## config.mk

```make
export PLATFORM = sky130hd
export DESIGN_NAME = scan_decoder
export DESIGN_NICKNAME = d
export VERILOG_FILES = /design/src/rtl/scan_decoder_pkg.sv /design/src/rtl/scan_decoder_tick.sv /design/src/rtl/scan_decoder.sv
export SDC_FILE = /design/constraint.sdc
export NUM_CORES = 1
export LEC_CHECK = 0
export CAP_MARGIN = 20
export CORE_UTILIZATION = 38
export DETAILED_ROUTE_END_ITERATION = 10
export GPL_TIMING_DRIVEN = 0
export PLACE_DENSITY = 0.81
export SLEW_MARGIN = 10
export SYNTH_ARGS = -nofsm -noshare
export SYNTH_HDL_FRONTEND = slang
export SYNTH_SLANG_ARGS = --single-unit
export TNS_END_PERCENT = 10
```

## constraint.sdc

```tcl
create_clock -name clk -period 1.7 [get_ports clk]
set_clock_uncertainty 0.1 [all_clocks]
set_input_delay 0.34 -clock clk [delete_from_list [all_inputs] [get_ports clk]]
set_output_delay 0.34 -clock clk [all_outputs]
set_load 0.03 [all_outputs]
```

## src/rtl/scan_decoder_pkg.sv

```systemverilog
// Shared constants, FSM state type and the one-hot helper for the scan decoder.
package scan_decoder_pkg;

    localparam int MAX_W = 8;

    localparam logic MODE_DIRECT = 1'b0;
    localparam logic MODE_SCAN   = 1'b1;

    typedef enum logic {
        OFF = 1'b0,
        RUN = 1'b1
    } state_t;

    // Callers truncate the result to their own 2^w lines.
    function automatic logic [2**MAX_W-1:0] onehot(input logic [MAX_W-1:0] idx, input int w);
        logic [2**MAX_W-1:0] r;
        r = '0;
        if (int'(idx) < (1 << w))
            r[idx] = 1'b1;
        return r;
    endfunction

endpackage

```

## src/rtl/scan_decoder_tick.sv

```systemverilog
// Scan prescaler: counts 0..DIV-1 while running and flags the terminal count.
module tick_gen #(
    parameter int DIV = 4
) (
    input  logic clk,
    input  logic rst_n,
    input  logic clr,
    input  logic run,
    output logic tick
);

    localparam int PCW = (DIV > 1) ? $clog2(DIV) : 1;
    localparam logic [PCW-1:0] PC_LAST = PCW'(DIV - 1);

    logic [PCW-1:0] pc;

    assign tick = run && (pc == PC_LAST);

    always_ff @(posedge clk or negedge rst_n) begin
        if (!rst_n)
            pc <= '0;
        else if (clr)
            pc <= '0;
        else if (run)
            pc <= tick ? '0 : pc + PCW'(1);
    end

endmodule

```

## src/rtl/scan_decoder.sv

```systemverilog
// Registered W-to-2^W one-hot decoder with direct indexing or a self-stepping scan index.
module scan_decoder
    import scan_decoder_pkg::*;
#(
    parameter int W          = 3,
    parameter int DIV        = 4,
    parameter int ACTIVE_LOW = 0
) (
    input  logic            clk,
    input  logic            rst_n,
    input  logic            en,
    input  logic            mode,
    input  logic [W-1:0]    i,
    input  logic            load,
    output logic [2**W-1:0] d,
    output logic [W-1:0]    idx,
    output logic            wrap
);

    localparam int N = 2**W;
    localparam logic [N-1:0] INACTIVE = (ACTIVE_LOW != 0) ? {N{1'b1}} : {N{1'b0}};

    state_t         state, state_n;
    logic           pc_clr, scan_run, tick;
    logic [W-1:0]   idx_n;
    logic [N-1:0]   d_n;
    logic           wrap_n;

    // Prescaler restarts whenever scanning is interrupted, so a resumed scan waits a full DIV.
    assign scan_run = en && (mode == MODE_SCAN);
    assign pc_clr   = !en || (mode == MODE_DIRECT) || load;

    tick_gen #(.DIV(DIV)) u_tick (
        .clk   (clk),
        .rst_n (rst_n),
        .clr   (pc_clr),
        .run   (scan_run),
        .tick  (tick)
    );

    always_comb begin
        state_n = state;
        case (state)
            OFF:     if (en)  state_n = RUN;
            RUN:     if (!en) state_n = OFF;
            default: state_n = OFF;
        endcase
    end

    always_comb begin
        idx_n  = idx;
        wrap_n = 1'b0;
        if (en) begin
            if (mode == MODE_DIRECT || load) begin
                idx_n = i;
            end else if (tick) begin
                idx_n  = idx + W'(1);
                wrap_n = (idx == {W{1'b1}});
            end
        end
        d_n = en ? (N'(onehot(MAX_W'(idx_n), W)) ^ INACTIVE) : INACTIVE;
    end

    always_ff @(posedge clk or negedge rst_n) begin
        if (!rst_n) begin
            state <= OFF;
            idx   <= '0;
            d     <= INACTIVE;
            wrap  <= 1'b0;
        end else begin
            state <= state_n;
            idx   <= idx_n;
            d     <= d_n;
            wrap  <= wrap_n;
        end
    end

endmodule

```

### Word-level counts from Yosys, hierarchy flattened

Index checks and enable logic that the tools add are counted.

* add/sub/neg operators: 2
* multiplexer cells: 12
* reductions and logical operators: 8
* eq/ne operators: 2
* magnitude comparators: 2
* bitwise gates (word level): 1

Operator list (number)
* less-than comparator 3 x 9 -> 1 bit (second input constant): 1
* 2-to-1 mux 3 bit: 3
* 2-to-1 mux 8 bit: 1
* 2-to-1 mux 2 bit: 3
* 2-to-1 mux 1 bit: 4
* adder 3 x 1 -> 3 bit (second input constant): 1
* demux 1 bit (select 3 bit): 1
* equality test 3 bit (second input constant): 1
* >= comparator 3 x 1 -> 1 bit (second input constant): 1
* logical AND 1 bit: 3
* logical OR 1 bit: 3
* adder 2 x 1 -> 2 bit (second input constant): 1
* equality test 2 bit (second input constant): 1
* nonzero test 2 bit: 1
* zero test 1 bit: 1
* inverter 1 bit: 1

* register bits: 14
* word-level logic and storage cells: 31
* output and inout port bits: 12
* bits of input ports: 8

### Depth between registers and ports, before layout

* depth after elaboration: 10
* gate-level depth with buffers: 7
* depth with buffers taken out: 7

### By module

Synthesis repeated with hierarchy kept, for this count alone.

* cells, all modules: 55
* area, all modules: 673.1 um^2

By module, submodules not included
* scan_decoder: cells each 46, sequential area each 300.3 um^2, instances 1, area each 566.8 um^2
* tick_gen: cells each 9, sequential area each 50.0 um^2, instances 1, area each 106.4 um^2

### Worst setup path before layout

No wires, ideal clock.

* kind: register -> register
* from: register idx[0]
* to: register d[0]
* path buffers: 0
* period minus slack after synthesis: 1.825 ns
* data arrival time: 1.639 ns
* slack: -0.125 ns
* stages on the path, launching flop included: 8
* cell sequence: dfrtp_1 -> ha_1 -> ha_1 -> nand2_1 -> mux2i_1 -> a22oi_2 -> inv_2 -> nor3_1

* cells in the longest elaborated chain, start to end: 9
* elaborated cells on any way between the ends: 10
* those cells by class: 1 x add/sub; 2 x order compare; 6 x mux; 1 x reduce/logical

Ends and longest elaborated chain
* from (decl): RTL line scan_decoder.sv:16 `output logic [W-1:0] idx,`
* from (signal assigned): RTL line scan_decoder.sv:72 `idx <= idx_n;`
* adder 3 x 1 -> 3 bit *: RTL line scan_decoder.sv:57 `idx_n = idx + W'(1);`
* 2-to-1 mux 3 bit *: RTL line scan_decoder.sv:56 `end else if (tick) begin`
* 2-to-1 mux 3 bit *: RTL line scan_decoder.sv:54 `if (mode == MODE_DIRECT || load) begin`
* 2-to-1 mux 3 bit *: RTL line scan_decoder.sv:53 `if (en) begin`
* via idx_n[2]: RTL line scan_decoder.sv:25 `logic [W-1:0] idx_n;`
* less-than comparator 3 x 9 -> 1 bit (not written as such) / >= comparator 3 x 1 -> 1 bit (equally long branches): RTL line scan_decoder_pkg.sv:19 `r[idx] = 1'b1;`
* logical AND 1 bit (not written as such): RTL line scan_decoder_pkg.sv:19
* 2-to-1 mux 1 bit (not written as such): RTL line scan_decoder_pkg.sv:19
* demux 1 bit (select 3 bit) *: RTL line scan_decoder_pkg.sv:19
* 2-to-1 mux 8 bit *: RTL line scan_decoder.sv:61 `d_n = en ? (N'(onehot(MAX_W'(idx_n), W)) ^ INACTIVE) : INACTIVE;`
* via d_n[0]: RTL line scan_decoder.sv:26 `logic [N-1:0] d_n;`
* to (signal assigned): RTL line scan_decoder.sv:73 `d <= d_n;`
* to (decl): RTL line scan_decoder.sv:15 `output logic [2**W-1:0] d,`

The timed path passes the listed nets; every way through them passes the cells marked *.
A chain may end at the register's enable or synchronous reset.

### Worst setup path in the final report

Ends and elaborated chain as after synthesis.

==> results <==
==> metal layers <==
| metal | global-route usage (%) | wire length [µm] | vias to the layer above |
|---|---|---|---|
| li1 | - | - | 221 |
| met1 | 20.7 | 496 | 238 |
| met2 | 32.8 | 674 | 16 |
| met3 | 7.98 | 67 | 4 |
| met4 | 9.68 | 24 | 0 |
| met5 | 0 | 0 | - |
==> worst max-delay path, delay by kind of cell (launching register included) <==
family | cells | cell delay (ns)
DFF | 1 | 0.44
AOI/OAI and AO/OA | 1 | 0.31
muxes | 1 | 0.07
and+or+nand+nor | 2 | 0.24
adders and majority gates | 2 | 0.37
buffers and inverters | 1 | 0.13
==> synth_stat cells (all sizes together) <==
| cell type | count |
|---|---|
| ha | 3 |
| nand2b | 1 |
| dfrtp | 14 |
| a22oi | 2 |
| nor4 | 1 |
| and3 | 1 |
| nand2 | 4 |
| nor3 | 9 |
| mux2i | 2 |
| mux2 | 1 |
| o21ai | 2 |
| xor2 | 1 |
| or2 | 1 |
| inv | 6 |
| nor2b | 1 |
==> repair_timing <==
item | CTS | global route
buffers inserted | 0 | 4
resized for setup | 14 | 10
hold endpoints to repair | 0 | 0
pin swaps | 0 | 6
setup endpoints to repair | 18 | 8
==> cell families after synthesis <==
family / after synthesis / synth area share (%)
AND/OR/NAND/NOR: 18 / 17.4
buffers and inverters: 6 / 3.83
AO/OA/AOI/OAI: 4 / 5.96
multiplexers: 3 / 5.32
flip-flops: 14 / 59.6
XOR/XNOR: 1 / 1.49
adder cells (fa/ha/maj): 3 / 6.38
==> worst max-delay path by stage <==
stage | endpoint
after floorplan | d[0]$_DFF_PN0_
after detailed placement | d[4]$_DFF_PN0_
after global placement | d[2]$_DFF_PN0_
after global routing | d[0]$_DFF_PN0_
final | d[0]$_DFF_PN0_
after CTS | d[4]$_DFF_PN0_
==> through the flow <==
| stage | setup TNS, ns | hold WS (ns) | utilization, % | instances |
|---|---|---|---|---|
| after global placement | -2.22 | 0.332 | 59.6 | 83 |
| after floorplan | 0 | -0.0556 | - | 49 |
| final | -0.105 | 0.338 | 66.6 | 90 |
| after detailed placement | -2.48 | 0.370 | 59.6 | 83 |
| after CTS | -0.0856 | 0.365 | 60.6 | 86 |
| after global routing | -0.536 | 0.367 | 66.6 | 90 |
==> area by class of cell <==
| cell class | instances | share of cell area [%] |
|---|---|---|
| Clock buffer | 3 | 2.48 |
| Multi-Input combinational cell | 29 | 31.6 |
| Timing Repair Buffer | 23 | 22.6 |
| Inverter | 6 | 2.48 |
| Tap cell | 15 | 2.06 |
| Sequential cell | 14 | 38.8 |
==> sequential cells by signal (all words and copies together) (netlist names) <==
register	cells
d	8
idx	3
u_tick.pc	2
wrap	1
==> power groups by stage <==
stage                     sequential (W)  combinational [W]  clock (W)
after floorplan                 0.000407          0.0000539          0
after global placement          0.000372           0.000158          0
after detailed placement        0.000373           0.000161          0
after CTS                       0.000366           0.000152   0.000186
after global routing            0.000369           0.000201   0.000208
final                           0.000367           0.000184   0.000184
==> run metrics <==
status finished, violations left; failing checks negative setup slack; Seq cells post-synth 14; worst skew pair latency 0.28 ns; largest cells by area after synthesis dfrtp_1 (60%), nor3_1 (7.7%), ha_1 (6.4%), a22oi_2 (4.3%), mux2i_1 (3.4%); layout cells sized above 1 36.0%; DIE WIDTH 41.3 µm; Leak 0.451 nW; combinational group share of total power 25.1%; CTS tree done; Cells after Synth 49; Post-DP HPWL 871 µm; crit path max fanout 5; final hold violation count 0; Net Sw Frac 30.1%; global-route wire length before repair 1970 µm; antenna-violating nets left 0; largest net degree at the start of global routing 15; Final Power 0.000735 W; CP max stage cell dfrtp_2; htree depth 1; clk root buf clkbuf_4; Die Height 41.3 µm; row cnt 13; fill count 105; MaxCap Viol Count 0; IO Pins 20; clock power share 25.1%; Max Fclk 0.575 GHz; FF-to-FF Start idx[0]$_DFF_PN0_; CP arrival 1.84 ns; hold_buf cts 0; RSZ-0062 raised after global routing true; register cell area after layout 353 µm²; Setup Crit Path Kind reg -> reg; Area after DPL 815 µm²; Area Growth Syn to Fin 54.7%; FF-to-FF setup slack -0.04 ns; clock slew at reported path FFs 0.08 ns; Synth Cell Area 588 µm²; Setup crit start idx[0]$_DFF_PN0_; NetSw 0.000221 W; Final Wtd Congestion 0.807; overall routing resource usage 19.4%; Setup violations, final 4; initial drt markers 8; sequence of cells on the critical path ha_4 -> ha_4 -> nand2_2 -> mux2i_2 -> a22oi_2 -> inv_2 -> nor3_2; crit-path most repeated cell ha_4; post-detailed-route wirelength per cell 14.0 µm; sequential fraction of the synthesis area 59.6%; fin worst setup slack -0.0386 ns; area of the core 1370 µm²; Diodes inserted 0; Reg power frac 49.9%; area taken by multi-input logic gates 288 µm²; clk sinks 14; Synth top area share 59.6%; max-slew violations 0; initial antenna violation count 0; Avg Cell Area, Syn 12.0 µm²; GRT overflow 0; Max-slew headroom 58.9%; synth unique cells 17; Initial Utilization 43.0%; R2R depth 7; via count 479; Worst Max-Slew Pin Slew 0.615 ns; DRC violations left 0; die area 1710 µm²; YS warnings 0; most frequent cells in the layout dfrtp_1 (12), dlygate4sd2_1 (12), clkdlybuf4s50_1 (7); largest area contributor in the netlist dfrtp_1; pwr dens 808 nW/µm²; vias in the first global route 442; Worst setup EP type flip-flop; buffers added on ports 19; WL final 1260 µm; crit path launch type flip-flop; Final Cycle Share 102%; min cycle time layout 1.74 ns; Num CTS Buffers 3; Final #Nets 88; Final Cell Area 910 µm²; min-delay worst type in -> async; Vias per Instance 5.32; cell internal pwr 0.000514 W; Peak VDD IR 0.000466 V; clock buffer depth 2; Pre-Repair DR Iteration Count 4; Post-Syn Nets 60; CP required 1.80 ns; pre-CTS setup slack -0.367 ns; biggest cell delay along the critical path 0.44 ns; Crit Reg-Reg Endpoint d[0]$_DFF_PN0_
Power figures use the tool's default switching activity.
==> RTL change 1: new RTL, config.mk and constraints unchanged <==
Set the package constant `MAX_W` to 10 (it was 8).
--- a/src/rtl/scan_decoder_pkg.sv
+++ b/src/rtl/scan_decoder_pkg.sv
@@ -1,7 +1,7 @@
 // Shared constants, FSM state type and the one-hot helper for the scan decoder.
 package scan_decoder_pkg;
 
-    localparam int MAX_W = 8;
+    localparam int MAX_W = 10;
 
     localparam logic MODE_DIRECT = 1'b0;
     localparam logic MODE_SCAN   = 1'b1;
Check against the original RTL: equivalent (Yosys induction, for registers that start in step).
==> RTL change 1 against the original RTL <==
  * The flow still finishes with violations (setup timing)
  * Synthesized cell count stayed put
  * Routed wire length is 11% lower
  * Combinational power is 5% higher
  * Total power is 2.2% higher
  * Sequential power hardly changed
  * Sequential cell count stayed put
  * Final cell count is 1.1% higher
  * Setup slack worse by 0.094 ns
  * Core utilization is 4.4 points lower
  * Global-route usage is 4.9 points lower
  * Fmax is 5.1% lower
  * Cell area is 1.8% higher
  * Die area is 2.8% higher
  * Synthesized area is 3.0% higher
==> RTL change 1: results (changes against the original RTL) <==
status=finished with violations; violated checks=setup timing; WL met2=598 um (-11%); cts repair resizes=15 (+1); Final GP Congestion=0.751 (-7.0%); Area contributors post-synth=dfrtp_1 58%, nor3_1 7.4%, ha_1 6.2%; IR drop worst, VDD=532 uV (+14%); final hold slack=0.340 ns (+0.00227 ns); share of cells above drive strength 1=0.320 (-0.0400); Routed Antenna Nets=0 (unchanged); pre-CTS setup slack=-0.351 ns (+0.0160 ns); fraction of synthesized area in multiplexers=0.0599 (+0.00673); first-pass iteration count of the detailed router=2 (-2); Slowest-stage cell, CP=dfrtp_2; clock sink total=14 (unchanged); # Post-CTS Setup Buffers=2 (+2); RR Startpoint=idx[1]; Met3 Wirelength=61 um (-9.0%); final setup violating endpoints=9 (+5); Layout fillers=129 (+23%); Signal buf overhead=0.218 (-0.00802); Non-CTS buffers=22 (-4.3%); final net count=87 (-1.1%); vias in the first global route=417 (-5.7%); clock network area share=0.0284 (+0.00362); sequential area share after synthesis=0.579 (-0.0172); vias per inst=5.01 (-5.8%); clk_buf instances=4 (+1); Tot GR Track Use=0.145 (-0.0490); WL met1=467 um (-5.8%); Post-synth top cells=14 x dfrtp_1, 9 x nor3_1, 3 x ha_1, 3 x inv_1, 3 x nand2_1; number of multi-input combinational cells=30 (+3.4%); hpwl dp=796 um (-8.6%); Pleak=0.000454 uW (+0.65%); Post-Synth XOR/XNOR Area=0.0145 (-0.000431); CP arrival=1.94 ns (+0.10 ns); fraction of area in multi-input gates=0.328 (+0.0120); Inverters excl. clock=5 (-1); compound-cell area share of the yosys netlist=0.0826 (+0.0231); grt met1 use=0.181 (-0.0267); Netlist cell types=20 (+3); Worst Tran Pin Value=0.604 ns (-0.0110 ns); GR Util met2=0.228 (-0.100); Worst Slack Setup Final=-0.132 ns (-0.0936 ns); Total Wirelength=1130 um (-11%)
[RTL change 1: changes by cell type after synthesis, sizes merged]
cell / change
nand2: -1
nand2b: +1
a22oi: -1
o22ai: +1
mux2i: -1
o21a: +1
inv: -1
mux2: +1
[RTL change 1: worst max-delay path by stage]
stage | from | end | slack [ns]
4_1_cts | u_tick.pc[0] | d[4] | -0.12
2_1_floorplan | idx[1] | d[2] | -0.19
3_3_place_gp | load | d[4] | -0.34
5_1_grt | idx[0] | d[0] | -0.21
6_report | idx[1] | d[0] | -0.13
3_5_place_dp | load | d[4] | -0.35
[RTL change 1: metrics by stage]
stage	cell area [um2]	total power, uW	TNS [ns]	std cells
after global placement	841	541	-2.88	84
after CTS	897	746	-0.748	90
after detailed placement	841	545	-3.10	84
after global routing	926	798	-1.44	91
after floorplan	631	472	-1.53	49
final	926	751	-0.901	91
[RTL change 1: report_power, final]
part	total, uW	switching, uW	internal [uW]
Clock	191	99.9	90.9
Combinational	193	109	83.7
Sequential	367	15.3	352
==> RTL change 2: new RTL, same flow settings <==
Made on the original files. Make the reset (`rst_n`) synchronous in 2 clocked blocks.
--- a/src/rtl/scan_decoder_tick.sv
+++ b/src/rtl/scan_decoder_tick.sv
@@ -16,7 +16,7 @@
 
     assign tick = run && (pc == PC_LAST);
 
-    always_ff @(posedge clk or negedge rst_n) begin
+    always_ff @(posedge clk) begin
         if (!rst_n)
             pc <= '0;
         else if (clr)
--- a/src/rtl/scan_decoder.sv
+++ b/src/rtl/scan_decoder.sv
@@ -61,7 +61,7 @@
         d_n = en ? (N'(onehot(MAX_W'(idx_n), W)) ^ INACTIVE) : INACTIVE;
     end
 
-    always_ff @(posedge clk or negedge rst_n) begin
+    always_ff @(posedge clk) begin
         if (!rst_n) begin
             state <= OFF;
             idx   <= '0;
Function: differs if rst_n is asserted again (counterexample within 4 cycles, from zero or initial values and one cycle with rst_n low); with rst_n held inactive, the same outputs for 10 cycles.
==> RTL change 2 against the original RTL <==
  * Setup slack lost 0.0065 ns
  * Cell area rose by 0.28%
  * Critical endpoint is now d[0]
  * First-iteration DRC count up 38%
  * Total power decreased by 1.6%
  * Sequential power shrank 5.7%
  * The flow still finishes with violations (setup timing)
  * Sequential cell count unchanged
  * Synthesized area increased by 2.8%
  * Clock power grew 33%
  * Synthesized cell count up 14%
  * Non-clock buffer count is 3 lower
  * Largest cell class is now multi-input combinational cells
  * Routed wire length grew 11%
==> RTL change 2: results (changes against the original RTL) <==
WL met2=721 um (+7.0%); Post-synth top cells=14 x dfxtp_1, 4 x ha_1, 4 x nor3_1, 4 x nor3b_1; ys async rst share=0 (-1.00); placed cells=90 (+8.4%); met3 Usage GRT=0.0304 (-0.0494); Flop pwr share=0.478 (-0.021); worst min path class=input pin to register; vias in the first global route=475 (+7.5%); largest net degree at the start of global routing=10 (-5); Worst Tran Pin Value=0.446 ns (-0.169 ns); status=finished with violations; Port Buf Inserts=18 (-1); prevailing post-synth register cell=dfxtp_1; Comb group=134 uW (-27%); Clk network pwr share=0.337 (+0.086); final setup violating endpoints=2 (-2); vias post-DR=521 (+8.8%); Setup TNS=-0.0563 ns (+0.0483 ns); Crit path largest cell delay=0.35 ns (-0.09 ns); Layout Cells excl Fill=95 (+5.6%); first-pass GRT wire length=2130 um (+8.1%); Critical Path Fanout Max=4 (-1); Met3 Wirelength=78 um (+16%); Total Wirelength=1410 um (+11%); hpwl dp=886 um (+1.7%); violated checks=setup timing; WL met1=562 um (+13%); final net count=92 (+4.5%); Pleak=0.000522 uW (+16%); Final GP Congestion=0.766 (-5.1%); Slowest-stage cell, CP=dfxtp_1; GR Util met2=0.256 (-0.0719); Worst Slack Setup Final=-0.0451 ns (-0.00651 ns); Synth Instances=56 (+14%); Tot GR Track Use=0.165 (-0.0296); compound-cell area share of the yosys netlist=0.0952 (+0.0357); IR drop worst, VDD=408 uV (-13%); sequential area share after synthesis=0.464 (-0.132); Netlist cell types=26 (+9); share of cells above drive strength 1=0.190 (-0.170); grt met1 use=0.203 (-0.00474); fraction of synthesized area in multiplexers=0.0518 (-0.00143); Area contributors post-synth=dfxtp_1 46%, ha_1 8.3%, nor3b_1 5.0%; Post-Synth Adder-Cell Area=0.0828 (+0.0190)
[RTL change 2: path summary, 6_finish.rpt]
check        cells after the start         start  slack, ns           end
min reg2reg                      1  u_tick.pc[0]       0.34  u_tick.pc[0]
min                              3            en       0.30          d[5]
max                              5        idx[0]      -0.05          d[0]
max reg2reg                      5        idx[0]      -0.05          d[0]
[RTL change 2: kinds of logic (layout without fill, tap and decap cells)]
kind of cell | Yosys count | in the layout
AO/OA/AOI/OAI | 6 | 7
XOR/XNOR | 1 | 1
adder cells (fa/ha/maj) | 4 | 4
buffers and inverters | 5 | 27
flip-flops | 14 | 14
multiplexers | 3 | 3
AND/OR/NAND/NOR | 23 | 23
[RTL change 2: cell type report]
type                       instances  area [um2]
fill                             131         577
multi-input combinational         38         355
sequential                        14         280
timing repair buffer              18         196
clock buffer                       4        36.3
tap                               16        20.0
buffer                             2        12.5
inverter                           3        11.3
